==> src/rtl/cnnip_kernel_sched.sv <==
`default_nettype none
// =============================================================================
// cnnip_kernel_sched : runs MODE_KERNEL_NUMS back-to-back conv passes per layer
// start, with a per-pass watchdog. Optional macro CNNIP_SCHED_PERF_EN enables
// the PERF_CYCLES layer cycle counter.
// Revision: 1.0
// =============================================================================
module cnnip_kernel_sched #(
  parameter int ADDR_W      = 10,
  parameter int TIMEOUT_CYC = 4096
) (
  input  logic              clk_a,
  input  logic              arstz_aq,
  input  logic              CMD_START,
  input  logic              CMD_ABORT,
  input  logic [7:0]        MODE_KERNEL_NUMS,
  input  logic [7:0]        MODE_KERNEL_SIZE,
  input  logic [ADDR_W-1:0] CFG_FMAP_WORDS,
  output logic              sub_start,
  output logic [ADDR_W-1:0] sub_wbase,
  output logic [ADDR_W-1:0] sub_fbase,
  input  logic              sub_done,
  output logic [7:0]        kernel_idx,
  output logic              busy,
  output logic              CMD_DONE,
  output logic              CMD_DONE_VALID,
  output logic              err_timeout,
  output logic [31:0]       PERF_CYCLES
);

  localparam int WDOG_W = $clog2(TIMEOUT_CYC);
  localparam logic [WDOG_W-1:0] WDOG_LAST = WDOG_W'(TIMEOUT_CYC - 1);

  typedef enum logic [2:0] {
    S_IDLE   = 3'd0,
    S_LAUNCH = 3'd1,
    S_WAIT   = 3'd2,
    S_NEXT   = 3'd3,
    S_FIN    = 3'd4,
    S_ERR    = 3'd5
  } state_t;

  state_t              state, state_nx;
  logic [7:0]          nums;
  logic [ADDR_W-1:0]   wstep, fstep;
  logic [WDOG_W-1:0]   wdog;
  logic [15:0]         ksq;
  logic                start_ok, last_pass, wdog_hit;

  assign ksq       = 16'(MODE_KERNEL_SIZE) * 16'(MODE_KERNEL_SIZE);
  assign start_ok  = (state == S_IDLE) && CMD_START;
  assign last_pass = (kernel_idx == nums - 8'd1);
  assign wdog_hit  = (wdog == WDOG_LAST);

  always_ff @(posedge clk_a or negedge arstz_aq) begin
    if (!arstz_aq) state <= S_IDLE;
    else           state <= state_nx;
  end

  always_comb begin
    state_nx = state;
    case (state)
      S_IDLE:   if (CMD_START) state_nx = (MODE_KERNEL_NUMS == 8'd0) ? S_FIN : S_LAUNCH;
      S_LAUNCH: state_nx = S_WAIT;
      S_WAIT:   if (sub_done) state_nx = S_NEXT;
                else if (wdog_hit) state_nx = S_ERR;
      S_NEXT:   state_nx = last_pass ? S_FIN : S_LAUNCH;
      S_FIN:    state_nx = S_IDLE;
      S_ERR:    state_nx = S_IDLE;
      default:  state_nx = S_IDLE;
    endcase
    // Abort overrides every other transition, and suppresses this cycle's strobes.
    if (CMD_ABORT && (state != S_IDLE)) state_nx = S_IDLE;
  end

  assign busy           = (state != S_IDLE);
  assign sub_start      = (state == S_LAUNCH) && !CMD_ABORT;
  assign CMD_DONE       = (state == S_FIN) && !CMD_ABORT;
  assign CMD_DONE_VALID = ((state == S_FIN) || (state == S_ERR)) && !CMD_ABORT;

  always_ff @(posedge clk_a or negedge arstz_aq) begin
    if (!arstz_aq) begin
      nums        <= '0;
      wstep       <= '0;
      fstep       <= '0;
      sub_wbase   <= '0;
      sub_fbase   <= '0;
      kernel_idx  <= '0;
      err_timeout <= 1'b0;
      wdog        <= '0;
    end else begin
      wdog <= (state == S_WAIT) ? wdog + 1'b1 : '0;
      if (start_ok) begin
        nums        <= MODE_KERNEL_NUMS;
        wstep       <= ADDR_W'({ksq, 2'b00});
        fstep       <= ADDR_W'({CFG_FMAP_WORDS, 2'b00});
        sub_wbase   <= '0;
        sub_fbase   <= '0;
        kernel_idx  <= '0;
        err_timeout <= 1'b0;
      end
      if ((state == S_NEXT) && !CMD_ABORT && !last_pass) begin
        kernel_idx <= kernel_idx + 8'd1;
        sub_wbase  <= sub_wbase + wstep;
        sub_fbase  <= sub_fbase + fstep;
      end
      if ((state == S_ERR) && !CMD_ABORT) err_timeout <= 1'b1;
    end
  end

`ifdef CNNIP_SCHED_PERF_EN
  logic [31:0] perf_cnt;

  always_ff @(posedge clk_a or negedge arstz_aq) begin
    if (!arstz_aq) begin
      perf_cnt <= '0;
    end else if (state == S_IDLE) begin
      if (CMD_START) perf_cnt <= '0;
    end else if (perf_cnt != 32'hFFFF_FFFF) begin
      perf_cnt <= perf_cnt + 32'd1;
    end
  end

  assign PERF_CYCLES = perf_cnt;
`else
  assign PERF_CYCLES = 32'd0;
`endif

endmodule
`default_nettype wire

==> config.mk <==
export PLATFORM = sky130hd
export DESIGN_NAME = cnnip_kernel_sched
export DESIGN_NICKNAME = d
export VERILOG_FILES = /design/src/rtl/cnnip_kernel_sched.sv
export SDC_FILE = /design/constraint.sdc
export NUM_CORES = 1
export LEC_CHECK = 0
export ABC_AREA = 1
export CAP_MARGIN = 5
export CORE_MARGIN = 8
export CORE_UTILIZATION = 47
export CTS_BUF_LIST = sky130_fd_sc_hd__clkbuf_16
export CTS_CLUSTER_DIAMETER = 120
export DETAILED_ROUTE_END_ITERATION = 8
export DONT_BUFFER_PORTS = 1
export HOLD_SLACK_MARGIN = 0.15
export PLACE_DENSITY = 0.7
export SLEW_MARGIN = 20
export SYNTH_ARGS = -nofsm -noshare
export SYNTH_HDL_FRONTEND = slang
export SYNTH_SLANG_ARGS = --single-unit
export TNS_END_PERCENT = 10
==> constraint.sdc <==
create_clock -name clk_a -period 1.7 [get_ports clk_a]
set_input_delay 0.34 -clock clk_a [delete_from_list [all_inputs] [get_ports clk_a]]
set_output_delay 0.34 -clock clk_a [all_outputs]
set_load 0.02 [all_outputs]
# Yosys cells after proc, flatten, opt, wreduce, memory -nomap -nowiden
# Cells that the tools add are included.
# op_classes
addsub	5
shift	0
n_div	0
magnitude_cmp	0
bitwise_logic	0
reduce_logical	17
n_mul	1
n_eq_ne	9
n_mux	15
# op_table
cell	count
10-bit 2-to-1 mux	3
10-bit adder	2
3-bit 2-to-1 mux	6
8-bit 2-to-1 mux	2
12-bit by 1-bit adder with 12-bit output (second input constant)	1
12-bit == test (second input constant)	1
12-bit 2-to-1 mux	1
3-bit one-hot mux with 4 select lines	1
8-bit by 1-bit adder with 8-bit output (second input constant)	1
8-bit == test	1
1-bit logical AND	8
8-bit logical NOT	1
8-bit by 8-bit multiplier with 8-bit output	1
8-bit by 1-bit subtractor with 8-bit output (second input constant)	1
3-bit by 2-bit == test with 1-bit output (second input constant)	2
3-bit == test (second input constant)	2
4-bit inequality test (second input constant)	1
2-bit nonzero test	2
3-bit by 1-bit == test with 1-bit output (second input constant)	1
3-bit logical NOT	1
3-bit by 2-bit inequality test with 1-bit output (second input constant)	1
3-bit nonzero test	1
1-bit logical NOT	2
1-bit 2-to-1 mux	2
2 further kinds	2
# totals
elab_cells	56
ramBits	0
ff_bits	68
romBits	0
input_bits	31
mem_count	0
out_inout_bits	65
latchBits	0

# Logic depth before layout (Yosys ltp)
# Gate-level depths: netlist of run 1.
# logic_depth
ltp_word	5
mapped_depth	18
ltp_nobuf	18

# Worst setup path after synthesis of run 1
# Ideal clock, no wire load.
# synth_path
kind	input-to-reg
from	input port MODE_KERNEL_SIZE[4]
to	register wstep[9]
setup_ns	0.117
required_ns	1.583
cell_stages	17
arrival_time_ns	3.182
path_buffers	0
path_slack_ns	-1.599
cell_sequence	nand2_1 -> inv_1 -> ha_1 -> xor2_1 -> ha_1 -> inv_1 -> fa_1 -> fa_1 -> inv_1 -> ha_1 -> a21oi_1 -> nand2_1 -> xor2_1 -> inv_1 -> nand3_1 -> nand3_1 -> nand2_1
# synth_between
elab_chain_cells	1
# synth_lines
item	line_no	source
start: declaration	17	input logic [7:0] MODE_KERNEL_SIZE,
8-bit by 8-bit multiplier with 8-bit output	50	assign ksq = 16'(MODE_KERNEL_SIZE) * 16'(MODE_KERNEL_SIZE);
end signal: assignment	95	wstep <= ADDR_W'({ksq, 2'b00});
end: declaration	45	logic [ADDR_W-1:0] wstep, fstep;
# No other way between the ends.
# A chain may end at the register's enable or synchronous reset.

# Final worst setup path of run 1
# Same ends and word-level chain as after synthesis.

==> run_results.csv, run 1 <==
group,metric,value,unit
status,run_status,"finished, violations left",
status,violated_checks,"negative hold slack, negative setup slack",
pwr,ir_worst_vdd,596,uV
synthesis,synth.distinct_cells,36,
setup_path,timing.critical_path.arrival,2.93,ns
timing,final_setup_vio_count,28,
global_route,groute.usage.overall,0.171,
clocking,cts_tree,"yes",
synthesis,ys_ff_latch,63,
setup_path,ff2ff_setup_slack,-0.06,ns
timing,fin_crit_period,2.71,ns
timing,post-route-worst-setup-slack,-1.01,ns
clocking,cts-hold-fix-buffers,16,
drt,first_iter_violations,262,
synthesis,synthArstFlopShare,1.00,
drt,remaining_drc_errors,0,
finish,area.growth.synth_to_final,24.5,%
die,rows,36,
synthesis,area_share_of_the_largest_cell_type_after_synthesis,0.341,
timing,rsz_0062_raised_after_global_routing,"true",
drt,detail_route.wl_per_cell,13.5,um
global_route,grt_first_pass_wirelength,18.4,mm
setup_path,crit_path_max_fanout,3,
worst_hold_path,worstHoldPathType,"input port to async pin",
pwr,power.density,1400,nW/um2
placed_design,dp_hpwl,8.02,mm
synthesis,synth_enable_flop_cells,0,
clocking,clock_tree.root_cell,"sky130_fd_sc_hd__clkbuf_16",
clocking,clk_path_buf_depth,2,
placed_design,port_buffers,0,
die,fp.dieArea,13300,um2
synthesis,netlist_instances,595,
finish,final_layout_size_suffix_gt1_frac,0.232,
timing,timing_hold_violations_final,63,
global_route,grt_pass1_vias,4101,
timing,min_period_over_period,1.60,
setup_path,critPathCaptureType,"register",
timing,clock.fmax,368,MHz
drt,detail_route.vias_per_cell,4.96,
global_route,grt_overflow_total,0,
setup_path,worst_setup_sp_type,"input port",
drt,postRouteWirelength,11.0,mm
global_route,initial_antenna_violation_count,0,
timing,maxSlewViolCount,0,
pwr,fin_total_pwr,8.05,mW
synthesis,synth_sequential_area_ratio,0.341,
die,dieHeight,115,um
synthesis,synth-warning-count,0,
timing,timing.hold.ws,-0.296,ns
drt,total_vias_in_the_final_route,4020,
drt,drt.antenna.violating_nets,0,
synthesis,syn_avg_cell_area,7.78,um2
setup_path,worstSetupPathType,"input port to register",
clocking,clkTransAtPathRegs,0.06,ns
placed_design,post-place-ws,-1.36,ns
job,max_cap_viol_count,0,
synthesis,synth_ff_type,"sky130_fd_sc_hd__dfrtp_1",
finish,fin_nets,743,
die,initial_utilization,0.478,
clocking,clock_tree.htree_level_count,3,
die,core_area,9680,um2
finish,layout.cells.most_common,"sky130_fd_sc_hd__nand2_1",
synthesis,synth.top_cells.by_area,"sky130_fd_sc_hd__dfrtp_1 34%, sky130_fd_sc_hd__nand2_1 13%, sky130_fd_sc_hd__ha_1 8.1%, sky130_fd_sc_hd__inv_1 6.1%, sky130_fd_sc_hd__buf_4 5.8%",
synthesis,library_cell_occupying_the_most_area_in_the_post_synthesis_netlist,"sky130_fd_sc_hd__dfrtp_1",
clocking,worstSkewPairLatency,0.32,ns
global_route,grt_max_degree,64,
synthesis,post_synthesis_cell_area,4630,um2
drt,first_pass_iters,4,
timing,finClkSkew,0.00684,ns
pwr,power_leakage,3.04,nW
die,floorplan.io_pins,96,
setup_path,required_time_of_the_critical_path,1.91,ns
placed_design,gpl.final_weighted_congestion,0.897,
finish,mostFrequentLayoutCells,"149 x sky130_fd_sc_hd__nand2_1, 62 x sky130_fd_sc_hd__inv_1, 61 x sky130_fd_sc_hd__dfrtp_1",
clocking,cts_inserted_buffers,9,
clocking,clock_sinks,63,
die,die-width,115,um
[stage by stage]
step / instance area, um2 / util / instances / TNS, ns
floorplan: 4840 / - / 630 / -4.45
CTS: 5710 / 0.590 / 810 / -3.48
detailed placement: 5160 / 0.533 / 776 / -6.35
global placement: 5160 / 0.533 / 776 / -5.47
global route: 5760 / 0.595 / 810 / -7.51
finish: 5760 / 0.595 / 811 / -4.32
[cells by family (layout without fill, tap and decap cells)]
kind of cell,Yosys count,in the layout,share of synthesized area
flops,63,63,0.341
compound gates,49,49,0.0573
buf+inv,128,175,0.140
simple gates,295,295,0.301
other cells,1,37,0.000810
fa+ha+maj,40,40,0.124
xor+xnor,19,19,0.0360
[path summary, 6_finish.rpt]
| check | start | to | cells past startpoint |
|---|---|---|---|
| worst max-delay path | MODE_KERNEL_SIZE[4] | wstep[9] | 17 |
| worst min-delay path | arstz_aq | nums[1] | 0 |
| worst max register to register | nums[1] | sub_fbase[5] | 13 |
| worst min register to register | wdog[0] | wdog[0] | 1 |
| max in group asynchronous | arstz_aq | sub_wbase[8] | 0 |
| min in group clk_a | MODE_KERNEL_SIZE[1] | wstep[4] | 2 |
[synth_stat cells, types with 11 or more instances]
cell / count
sky130_fd_sc_hd__nand2_1: 157
sky130_fd_sc_hd__ha_1: 30
sky130_fd_sc_hd__dfrtp_1: 63
sky130_fd_sc_hd__buf_4: 36
sky130_fd_sc_hd__buf_2: 11
sky130_fd_sc_hd__a21oi_1: 17
sky130_fd_sc_hd__inv_1: 75
sky130_fd_sc_hd__nand4_1: 20
sky130_fd_sc_hd__nor2_1: 30
sky130_fd_sc_hd__o21ai_0: 23
sky130_fd_sc_hd__nand3_1: 47
[cell type report]
type	count	area (um2)
tap	133	166
clock buffer	9	225
antenna	1	2.50
fill	889	3920
inverter	79	299
timing repair buffer	80	689
sequential	63	1580
clock inverter	7	47.5
multi-input combinational	439	2750
[power by group]
group	internal, mW	total (mW)	switching [mW]
clock network	0.988	1.69	0.698
logic	1.69	4.01	2.32
registers	1.94	2.36	0.417
[per-layer routing]
metal / routed length, um / track usage
met2: 5600 / 0.305
met1: 4590 / 0.193
met5: 0 / 0
met3: 642 / 0.0383
met4: 131 / 0.0657
[critical path: stages]
cell	delay [ns]
sky130_fd_sc_hd__nand2_8	0.05
sky130_fd_sc_hd__inv_4	0.03
sky130_fd_sc_hd__ha_4	0.22
sky130_fd_sc_hd__xor2_1	0.14
sky130_fd_sc_hd__ha_1	0.29
sky130_fd_sc_hd__inv_2	0.04
sky130_fd_sc_hd__fa_1	0.45
sky130_fd_sc_hd__fa_1	0.51
sky130_fd_sc_hd__inv_2	0.05
sky130_fd_sc_hd__ha_4	0.22
sky130_fd_sc_hd__a21oi_2	0.11
sky130_fd_sc_hd__nand2_1	0.09
sky130_fd_sc_hd__xor2_2	0.16
sky130_fd_sc_hd__inv_1	0.06
sky130_fd_sc_hd__nand3_1	0.06
sky130_fd_sc_hd__nand3_1	0.06
sky130_fd_sc_hd__nand2_1	0.05
[state kept, by name, indices dropped and copies added (netlist names)]
register and flops:
kernel_idx 8, nums 8, wdog 12, err_timeout 1
sub_wbase 8, sub_fbase 8, state 3, fstep 8
wstep 7
[repair_timing]
action,4_1_cts,5_1_grt
gates resized for setup,27,18
setup endpoints to repair,33,37
hold endpoints to repair,79,63
setup buffers,2,0
pin swaps,14,6
Note: power is estimated with default switching activity, not from simulation.
==> run 2: changes to the inputs <==
--- a/config.mk
+++ b/config.mk
@@ -14,7 +14,7 @@
 export DETAILED_ROUTE_END_ITERATION = 8
 export DONT_BUFFER_PORTS = 1
 export HOLD_SLACK_MARGIN = 0.15
-export PLACE_DENSITY = 0.7
+export PLACE_DENSITY = 0.68
 export SLEW_MARGIN = 20
 export SYNTH_ARGS = -nofsm -noshare
 export SYNTH_HDL_FRONTEND = slang
==> constraint.sdc (replaced) <==
create_clock -name clk_a -period 2.79 [get_ports clk_a]
set_input_delay 0.558 -clock clk_a [delete_from_list [all_inputs] [get_ports clk_a]]
set_output_delay 0.558 -clock clk_a [all_outputs]
set_load 0.02 [all_outputs]
==> run_results.csv, run 2 (synthesized netlist as in run 1, its figures left out) <==
group,metric,value,unit
status,run_status,"finished, violations left",
status,violated_checks,"negative setup slack",
die,die-width,115,um
die,dieHeight,115,um
die,fp.dieArea,13300,um2
pwr,ir_worst_vdd,445,uV
setup_path,critPathCaptureType,"register",
placed_design,dp_hpwl,7.41,mm
clocking,clk_path_buf_depth,2,
finish,nFillCells,944,
finish,fin_nets,681,
timing,min_period_over_period,1.05,
timing,maxSlewViolCount,0,
finish,multi_input_comb_area,2630,um2
setup_path,worst_path_max_delay_cell,"sky130_fd_sc_hd__fa_1",
setup_path,cpPeakStageDelay,0.52,ns
worst_hold_path,worstHoldPathType,"input port to register",
setup_path,crit_path_max_fanout,3,
pwr,power_leakage,2.72,nW
global_route,grt_overflow_total,0,
placed_design,port_buffers,0,
setup_path,timing.critical_path.arrival,3.13,ns
setup_path,worstSetupPathType,"input port to register",
setup_path,cells_traversed_along_the_worst_timing_path,"nand2_8 > inv_6 > ha_4 > xor2_1 > ha_1 > inv_2 > fa_1 > fa_1 > inv_2 > ha_4 > a21oi_2 > nand2_2 > xor2_1 > inv_1 > nand3_1 > nand3_1 > nand2_1",
clocking,clock_tree.htree_level_count,3,
pwr,netSwitchingFraction,0.434,
clocking,clock_sinks,63,
job,max_cap_viol_count,0,
global_route,groute.usage.overall,0.155,
global_route,grt_pass1_vias,3714,
placed_design,gpl.final_weighted_congestion,0.822,
drt,remaining_drc_errors,0,
timing,rsz_0062_raised_after_global_routing,"true",
clocking,cts_tree,"yes",
pwr,power.density,873,nW/um2
timing,slew-limit-headroom,0.508,
timing,tightest_slew,0.732,ns
setup_path,path_buf_inv,4,
die,initial_utilization,0.478,
global_route,grt_first_pass_wirelength,16.7,mm
global_route,grt_max_degree,64,
timing,post-route-worst-setup-slack,-0.130,ns
pwr,clkPwrFrac,0.219,
timing,final_setup_vio_count,2,
finish,seqCellArea,1580,um2
timing,timing_hold_violations_final,0,
drt,detail_route.wl_per_cell,13.3,um
timing,clock.fmax,342,MHz
drt,postRouteWirelength,9.98,mm
pwr,power.net_switching,1.93,mW
finish,final_layout_size_suffix_gt1_frac,0.130,
placed_design,placed_area,4770,um2
pwr,comb_power_share,0.430,
pwr,p_int,2.51,mW
pwr,sequential_cell_fraction_of_total_power,0.350,
drt,detail_route.vias_per_cell,4.95,
clocking,cts_inserted_buffers,9,
die,core_area,9680,um2
global_route,initial_antenna_violation_count,0,
die,floorplan.io_pins,96,
timing,fin_crit_period,2.92,ns
clocking,worstSkewPairLatency,0.33,ns
setup_path,critPathTopFamily,"adder cells",
setup_path,worst_setup_sp_type,"input port",
finish,final_cell_area,5090,um2
drt,first_iter_violations,311,
pwr,fin_total_pwr,4.44,mW
finish,largest_register_ff_count,12,
drt,first_pass_iters,5,
finish,largest_register,"wdog",
finish,layout.cells.most_common,"sky130_fd_sc_hd__nand2_1",
timing,setup_tns,-0.187,ns
finish,mostFrequentLayoutCells,"153 x sky130_fd_sc_hd__nand2_1, 72 x sky130_fd_sc_hd__inv_1, 63 x sky130_fd_sc_hd__dfrtp_1",
clocking,clock_tree.root_cell,"sky130_fd_sc_hd__clkbuf_16",
finish,diode_count,0,
timing,finClkSkew,0.00698,ns
drt,total_vias_in_the_final_route,3704,
setup_path,required_time_of_the_critical_path,3.00,ns
finish,area.growth.synth_to_final,9.95,%
drt,drt.antenna.violating_nets,0,
clocking,clkTransAtPathRegs,0.06,ns
die,rows,36,
placed_design,post-place-ws,-0.526,ns
## run 2: cell count changes in the layout (fill, tap and decap cells not counted), moves of 4 or more
| cell | change |
|---|---|
| sky130_fd_sc_hd__buf_4 | -42 |
| sky130_fd_sc_hd__dlygate4sd3_1 | -15 |
| sky130_fd_sc_hd__inv_1 | +10 |
| sky130_fd_sc_hd__inv_2 | -8 |
| sky130_fd_sc_hd__nand2_1 | +4 |
## run 2: cell type report
cell class,instances,area share
clock buffer,9,0.0443
inverter,79,0.0593
tap,133,0.0327
timing repair buffer,18,0.0310
multi-input combinational,439,0.517
clock inverter,7,0.00639
sequential,63,0.310
## run 2: metal layers
metal  track usage  routed length, um  vias to the layer above
li1              -                  -                     1866
met1         0.174               4130                     1749
met2         0.284               5010                       80
met3        0.0326                703                        9
met4        0.0552                136                        0
met5             0                  0                        -
## run 2: power by group through the flow
stage	combinational (mW)	sequential (mW)	clock (mW)
after floorplan	1.58	1.48	0
after global placement	1.80	1.57	0
after detailed placement	1.86	1.58	0
after CTS	1.91	1.56	0.993
after global routing	2.21	1.60	1.03
final	1.91	1.56	0.974
## run 2: metrics by stage
step                      cells  hold slack, ns  utilization
after floorplan             630           0.262            -
after global placement      730           0.265        0.493
after detailed placement    730           0.265        0.493
after CTS                   748           0.341        0.524
after global routing        748           0.360        0.525
final                       748           0.346        0.525
## run 2: what timing repair did
item | in CTS | in global routing
setup buffers | 0 | 0
hold buffers | 2 | 0
endpoints found under the hold margin | 63 | 0
gates resized for setup | 3 | 5
setup endpoints to repair | 3 | 3
pin swaps | 4 | 1
## run 2: final timing paths
kind,startpoint,to,slack (ns),cells after the start
worst max register to register,nums[0],kernel_idx[1],0.57,14
max in group asynchronous,arstz_aq,nums[5],1.74,2
worst max-delay path,MODE_KERNEL_SIZE[4],wstep[9],-0.13,17
min in group asynchronous,arstz_aq,nums[2],0.75,2
worst min register to register,wdog[8],wdog[8],0.47,1
worst min-delay path,CFG_FMAP_WORDS[3],fstep[5],0.35,2
